## config.mk

```make
export PLATFORM = sky130hd
export DESIGN_NAME = uart_msg_sequencer
export DESIGN_NICKNAME = d
export VERILOG_FILES = /design/src/rtl/uart_msg_pkg.sv /design/src/rtl/uart_msg_rom.sv /design/src/rtl/uart_msg_sequencer.sv
export SDC_FILE = /design/constraint.sdc
export NUM_CORES = 1
export LEC_CHECK = 0
export ABC_AREA = 1
export CAP_MARGIN = 10
export CORE_MARGIN = 2
export CORE_UTILIZATION = 33
export CTS_CLUSTER_DIAMETER = 100
export DETAILED_ROUTE_END_ITERATION = 12
export DONT_BUFFER_PORTS = 1
export PLACE_DENSITY = 0.47
export SYNTH_ARGS = -nofsm -noshare
export SYNTH_HDL_FRONTEND = slang
export SYNTH_SLANG_ARGS = --single-unit
```

## constraint.sdc

```tcl
create_clock -name clk -period 2.27 [get_ports clk]
set_input_delay 0.454 -clock clk [delete_from_list [all_inputs] [get_ports clk]]
set_output_delay 0.454 -clock clk [all_outputs]
set_load 0.1 [all_outputs]
```

## src/rtl/uart_msg_pkg.sv

```systemverilog
// Shared types and constants for the "Hello World\r\n" UART message sequencer.
// Define UART_SEQ_NUM_EN to insert a two-digit hex message counter before CR/LF.
package uart_msg_pkg;

    typedef enum logic [1:0] {
        ST_IDLE,
        ST_SEND,
        ST_GAP,
        ST_DONE
    } state_e;

    localparam int unsigned MSG_BASE_LEN = 13;
    localparam int unsigned MSG_TEXT_LEN = 11;

`ifdef UART_SEQ_NUM_EN
    localparam int unsigned MSG_LEN = MSG_BASE_LEN + 2;
`else
    localparam int unsigned MSG_LEN = MSG_BASE_LEN;
`endif

    localparam logic [7:0] CHAR_CR = 8'h0D;
    localparam logic [7:0] CHAR_LF = 8'h0A;

    // "Hello World"; the CR/LF terminator is appended by the ROM.
    localparam logic [7:0] MSG_TEXT [MSG_TEXT_LEN] = '{
        8'h48, 8'h65, 8'h6C, 8'h6C, 8'h6F, 8'h20,
        8'h57, 8'h6F, 8'h72, 8'h6C, 8'h64
    };

    function automatic logic [7:0] hex_ascii(input logic [3:0] nib);
        if (nib < 4'd10) begin
            return 8'h30 + {4'h0, nib};
        end
        return 8'h37 + {4'h0, nib};
    endfunction

endpackage

```

## src/rtl/uart_msg_rom.sv

```systemverilog
// Combinational message ROM: byte index -> ASCII byte.
// With UART_SEQ_NUM_EN the sequence digits sit at indices 11/12, before CR/LF.
module uart_msg_rom
    import uart_msg_pkg::*;
(
    input  logic [3:0] idx_i,
`ifdef UART_SEQ_NUM_EN
    input  logic [7:0] seq_i,
`endif
    output logic [7:0] byte_o
);

    always_comb begin
        byte_o = '0;
        if (idx_i < 4'(MSG_TEXT_LEN)) begin
            byte_o = MSG_TEXT[idx_i];
        end else begin
`ifdef UART_SEQ_NUM_EN
            case (idx_i)
                4'd11:   byte_o = hex_ascii(seq_i[7:4]);
                4'd12:   byte_o = hex_ascii(seq_i[3:0]);
                4'd13:   byte_o = CHAR_CR;
                4'd14:   byte_o = CHAR_LF;
                default: byte_o = '0;
            endcase
`else
            case (idx_i)
                4'd11:   byte_o = CHAR_CR;
                4'd12:   byte_o = CHAR_LF;
                default: byte_o = '0;
            endcase
`endif
        end
    end

endmodule

```

## src/rtl/uart_msg_sequencer.sv

```systemverilog
// Feeds the fixed message into a UART TX byte port over valid/ready, one message per trigger.
// Optional UART_SEQ_NUM_EN appends a per-message hex sequence number.
module uart_msg_sequencer
    import uart_msg_pkg::*;
#(
    parameter int unsigned GAP_CYCLES = 0,
    parameter int unsigned GAP_WIDTH  = 8
) (
    input  logic       clk,
    input  logic       rst_n,
    input  logic       trigger,
    input  logic       tx_ready,
    output logic       tx_valid,
    output logic [7:0] tx_data,
    output logic       busy,
    output logic       done
);

    state_e                 state_q, state_d;
    logic [3:0]             idx_q, idx_d;
    logic [GAP_WIDTH-1:0]   gap_q, gap_d;
    logic                   pending_q, pending_d;
    logic                   tx_valid_q, tx_valid_d;
    logic [7:0]             tx_data_q;
    logic                   done_q, done_d;
    logic                   load;
    logic                   accept;
    logic [7:0]             rom_byte;

    assign accept = tx_valid_q & tx_ready;

`ifdef UART_SEQ_NUM_EN
    logic [7:0] msg_cnt_q;
    logic [7:0] seq_q;

    // Digits are frozen at byte 0 so a mid-message counter change cannot tear them.
    always_ff @(posedge clk or negedge rst_n) begin
        if (!rst_n) begin
            msg_cnt_q <= '0;
            seq_q     <= '0;
        end else begin
            if (done_q) begin
                msg_cnt_q <= msg_cnt_q + 8'd1;
            end
            if (accept && idx_q == 4'd0) begin
                seq_q <= msg_cnt_q;
            end
        end
    end
`endif

    // ROM is addressed by the next index so tx_data can be registered with tx_valid.
    uart_msg_rom u_rom (
        .idx_i  (idx_d),
`ifdef UART_SEQ_NUM_EN
        .seq_i  (seq_q),
`endif
        .byte_o (rom_byte)
    );

    always_ff @(posedge clk or negedge rst_n) begin
        if (!rst_n) begin
            state_q    <= ST_IDLE;
            idx_q      <= '0;
            gap_q      <= '0;
            pending_q  <= 1'b0;
            tx_valid_q <= 1'b0;
            tx_data_q  <= '0;
            done_q     <= 1'b0;
        end else begin
            state_q    <= state_d;
            idx_q      <= idx_d;
            gap_q      <= gap_d;
            pending_q  <= pending_d;
            tx_valid_q <= tx_valid_d;
            done_q     <= done_d;
            if (load) begin
                tx_data_q <= rom_byte;
            end
        end
    end

    always_comb begin
        state_d    = state_q;
        idx_d      = idx_q;
        gap_d      = gap_q;
        pending_d  = pending_q;
        tx_valid_d = tx_valid_q;
        done_d     = 1'b0;
        load       = 1'b0;

        if (trigger && state_q != ST_IDLE) begin
            pending_d = 1'b1;
        end

        case (state_q)
            ST_IDLE: begin
                if (trigger || pending_q) begin
                    state_d    = ST_SEND;
                    idx_d      = '0;
                    pending_d  = 1'b0;
                    tx_valid_d = 1'b1;
                    load       = 1'b1;
                end
            end
            ST_SEND: begin
                if (accept) begin
                    if (idx_q == 4'(MSG_LEN - 1)) begin
                        state_d    = ST_DONE;
                        tx_valid_d = 1'b0;
                        done_d     = 1'b1;
                    end else begin
                        idx_d = idx_q + 4'd1;
                        if (GAP_CYCLES == 0) begin
                            tx_valid_d = 1'b1;
                            load       = 1'b1;
                        end else begin
                            state_d    = ST_GAP;
                            gap_d      = GAP_WIDTH'(GAP_CYCLES);
                            tx_valid_d = 1'b0;
                        end
                    end
                end
            end
            ST_GAP: begin
                gap_d = gap_q - GAP_WIDTH'(1);
                if (gap_q == GAP_WIDTH'(1)) begin
                    state_d    = ST_SEND;
                    tx_valid_d = 1'b1;
                    load       = 1'b1;
                end
            end
            ST_DONE: begin
                // A trigger arriving here is already latched into pending_d above.
                if (pending_q) begin
                    state_d    = ST_SEND;
                    idx_d      = '0;
                    pending_d  = 1'b0;
                    tx_valid_d = 1'b1;
                    load       = 1'b1;
                end else begin
                    state_d = ST_IDLE;
                end
            end
            default: state_d = ST_IDLE;
        endcase
    end

    assign tx_valid = tx_valid_q;
    assign tx_data  = tx_data_q;
    assign done     = done_q;
    assign busy     = (state_q != ST_IDLE);

endmodule
```

==> results.cfg <==
[status]
status = finished, final reports clean

[global_routing]
grt_pass1_vias = 1341
grt_max_degree = 25
grt_overflow = 0
grt_util_all_layers = 0.139
grt_antenna_before_repair = 0
grt_pass1_wl_um = 5800

[critical_path]
cpMostUsedCell = nand2_1
r2r_start = state_q[0]$_DFFE_PN0P_
worstPathCellList = inv_1 -> ha_1 -> nand2_2 -> nand3_2 -> buf_4 -> a32oi_4 -> buf_4 -> ha_1 -> inv_1 -> nand2_2 -> nand2_1 -> nand2_1 -> nand3_1 -> nand2_1 -> nand2_1
critical_path.max_stage_delay_ns = 0.39
cp_max_fo = 3
crit_family = simple AND/OR/NAND/NOR gates
slowest_stage = dfrtp_1
path_buf_inv = 4
path_class = register to register
cp-startpoint = state_q[0]$_DFFE_PN0P_
required_ns = 2.43
worstSetupStartpointType = register
cp-end-kind = register
worst_ep_arrival_time_ns = 2.29

[synthesis]
synth_area_um2 = 1580
synth_seq_cells = 24
synth-seq-area-share = 0.381
syn_area_per_cell_um2 = 8.29
ys_async_sr_fraction = 1.00
synth_warnings = 0
syn_inst = 190
synth_flop_cell = dfrtp_1
synthesis.nets = 207
synth_edf_count = 0
synth.distinct_cells = 34

[power]
seq_power_share = 0.518
total_leakage_power_nw = 0.983
power_mw = 0.824
pwr-share-clk = 0.456
power_switching_share = 0.190
power_density_nw_per_um2 = 427
vdd_drop_max_v = 0.000232
intPower_mw = 0.668
combPwrFrac = 0.026
power_switching_mw = 0.157

[placement]
portBuffers = 0
gp_congestion = 0.810
dp_hpwl_um = 2610

[timing]
slew_headroom = 0.401
fmax_ghz = 0.470
hold_viol = 0
tightest_slew_ns = 0.898
setup_viol = 0
finalMaxSlewViolations = 0
holdWs_ns = 0.409
finalCritPeriodShare = 0.938
skew_ns = 0.00276
fin_crit_ns = 2.13

[final_layout]
layout_common_cells = nand2_1 (52), dfrtp_1 (23), buf_4 (21), inv_1 (18)
num_antenna_cells = 0
drive_above_1_share = 0.308
layout_commonest_cell = nand2_1
nNetsFinal = 232
area_delta_synth_final_pct = 22.6
nFillCells = 463

[clocking]
tritoncts = done
clk_latency_ns = 0.26
numCtsBuffers = 3
cts.sinks = 24
cts.root.buffer_cell = clkbuf_8
htreeDepth = 1
clk_pin_slew_ns = 0.09
cts.path.max_buffers = 2

[routing]
route.antenna.remaining_nets = 0
vias_per_cell = 4.74
vias = 1269
firstDrtPassIters = 4
detail_route.wl_per_cell_um = 12.2
drt_iter0_markers = 50
drcViolationCount = 0
finalWirelength_um = 3270

[run]
drv_cap = 0

[min_path]
min_from = trigger
min_path_type = input port to register

[die]
num_io_pins = 15
core-area_um2 = 4660
die-area_um2 = 5340
die_h_um = 73.1
initial_core_util = 0.338
rows = 25
chipWidth_um = 73.1
==> worst reg2reg max path, stage by stage, from the launching register on <==
cell	delay (ns)
dfrtp_1	0.39
inv_1	0.09
ha_1	0.24
nand2_2	0.10
nand3_2	0.10
buf_4	0.17
a32oi_4	0.18
buf_4	0.16
ha_1	0.17
inv_1	0.07
nand2_2	0.09
nand2_1	0.05
nand2_1	0.05
nand3_1	0.06
nand2_1	0.06
nand2_1	0.05
==> power by group through the flow <==
stage / combinational, mW / sequential, mW / clock, mW
floorplan: 0.00898 / 0.436 / 0
global placement: 0.00763 / 0.436 / 0
detailed placement: 0.00765 / 0.436 / 0
CTS: 0.0225 / 0.427 / 0.397
global route: 0.0237 / 0.427 / 0.410
finish: 0.0213 / 0.427 / 0.376
==> what timing repair did <==
action / in CTS / in global routing
buffers inserted: 0 / 2
endpoints found under the setup margin: 7 / 7
endpoints found under the hold margin: 24 / 0
pin swaps: 0 / 1
resized for setup: 3 / 7
hold buffers: 2 / 0
==> registers in the layout, summed over array words and instances (netlist names) <==
register,flops
gap_q,8
pending_q,1
done,1
tx_data,7
state_q,2
tx_valid,1
idx_q,4
==> synth_stat cells, types with 3 or more instances <==
library cell,number,share of area
nor2_1,6,0.014
nand2_4,3,0.021
inv_2,5,0.012
dfrtp_1,24,0.38
nand2_1,52,0.12
nand3_2,6,0.038
o21ai_0,4,0.013
ha_1,13,0.10
xor2_1,5,0.028
inv_1,20,0.048
o21ai_1,3,0.0095
nand2_2,8,0.032
nor3_1,3,0.0095
a21oi_1,3,0.0095
nand3_1,11,0.035
==> routing by layer <==
layer	GRT usage	share of wire
met1	0.163	0.44
met2	0.257	0.54
met3	0.0221	0.018
met4	0.0370	0.0076
met5	0	0
==> final cells by class <==
cell class                      instances  area (µm²)  area share
Tap cell                               54        67.6      0.0350
Multi-Input combinational cell        136         891       0.461
Inverter                               27         109      0.0564
Clock buffer                            3        41.3      0.0214
Sequential cell                        24         604       0.313
Clock inverter                          1        30.0      0.0156
Timing Repair Buffer                   23         188      0.0972
==> through the flow <==
step                      setup slack (ns)   util  instances  area [µm²]  TNS, ns
after floorplan                      0.111      -        190        1590        0
after global placement              0.0372  0.379        260        1770        0
after detailed placement           -0.0408  0.379        260        1770   -0.146
after CTS                           0.0197  0.405        266        1890        0
after global routing               -0.0117  0.414        268        1930  -0.0117
final                                0.140  0.414        268        1930        0
==> final timing paths <==
kind                       cells after the start  slack, ns                      to
max reg2reg                                   15       0.14  tx_data[2]$_DFFE_PN0P_
min in group asynchronous                      2       0.61    gap_q[5]$_DFFE_PN0P_
max in group asynchronous                      2       1.50    tx_valid$_DFFE_PN0P_
min reg2reg                                    1       0.47    gap_q[7]$_DFFE_PN0P_
max                                           15       0.14  tx_data[2]$_DFFE_PN0P_
min                                            4       0.41     pending_q$_DFF_PN0_
==> kinds of logic after synthesis <==
family,share of synthesized area
buffers and inverters,0.0882
XOR/XNOR,0.0389
adder cells (fa/ha/maj),0.103
AND/OR/NAND/NOR,0.323
AO/OA/AOI/OAI,0.0627
other,0.00238
flip-flops,0.381
Note: power is estimated with default switching activity, not from simulation.
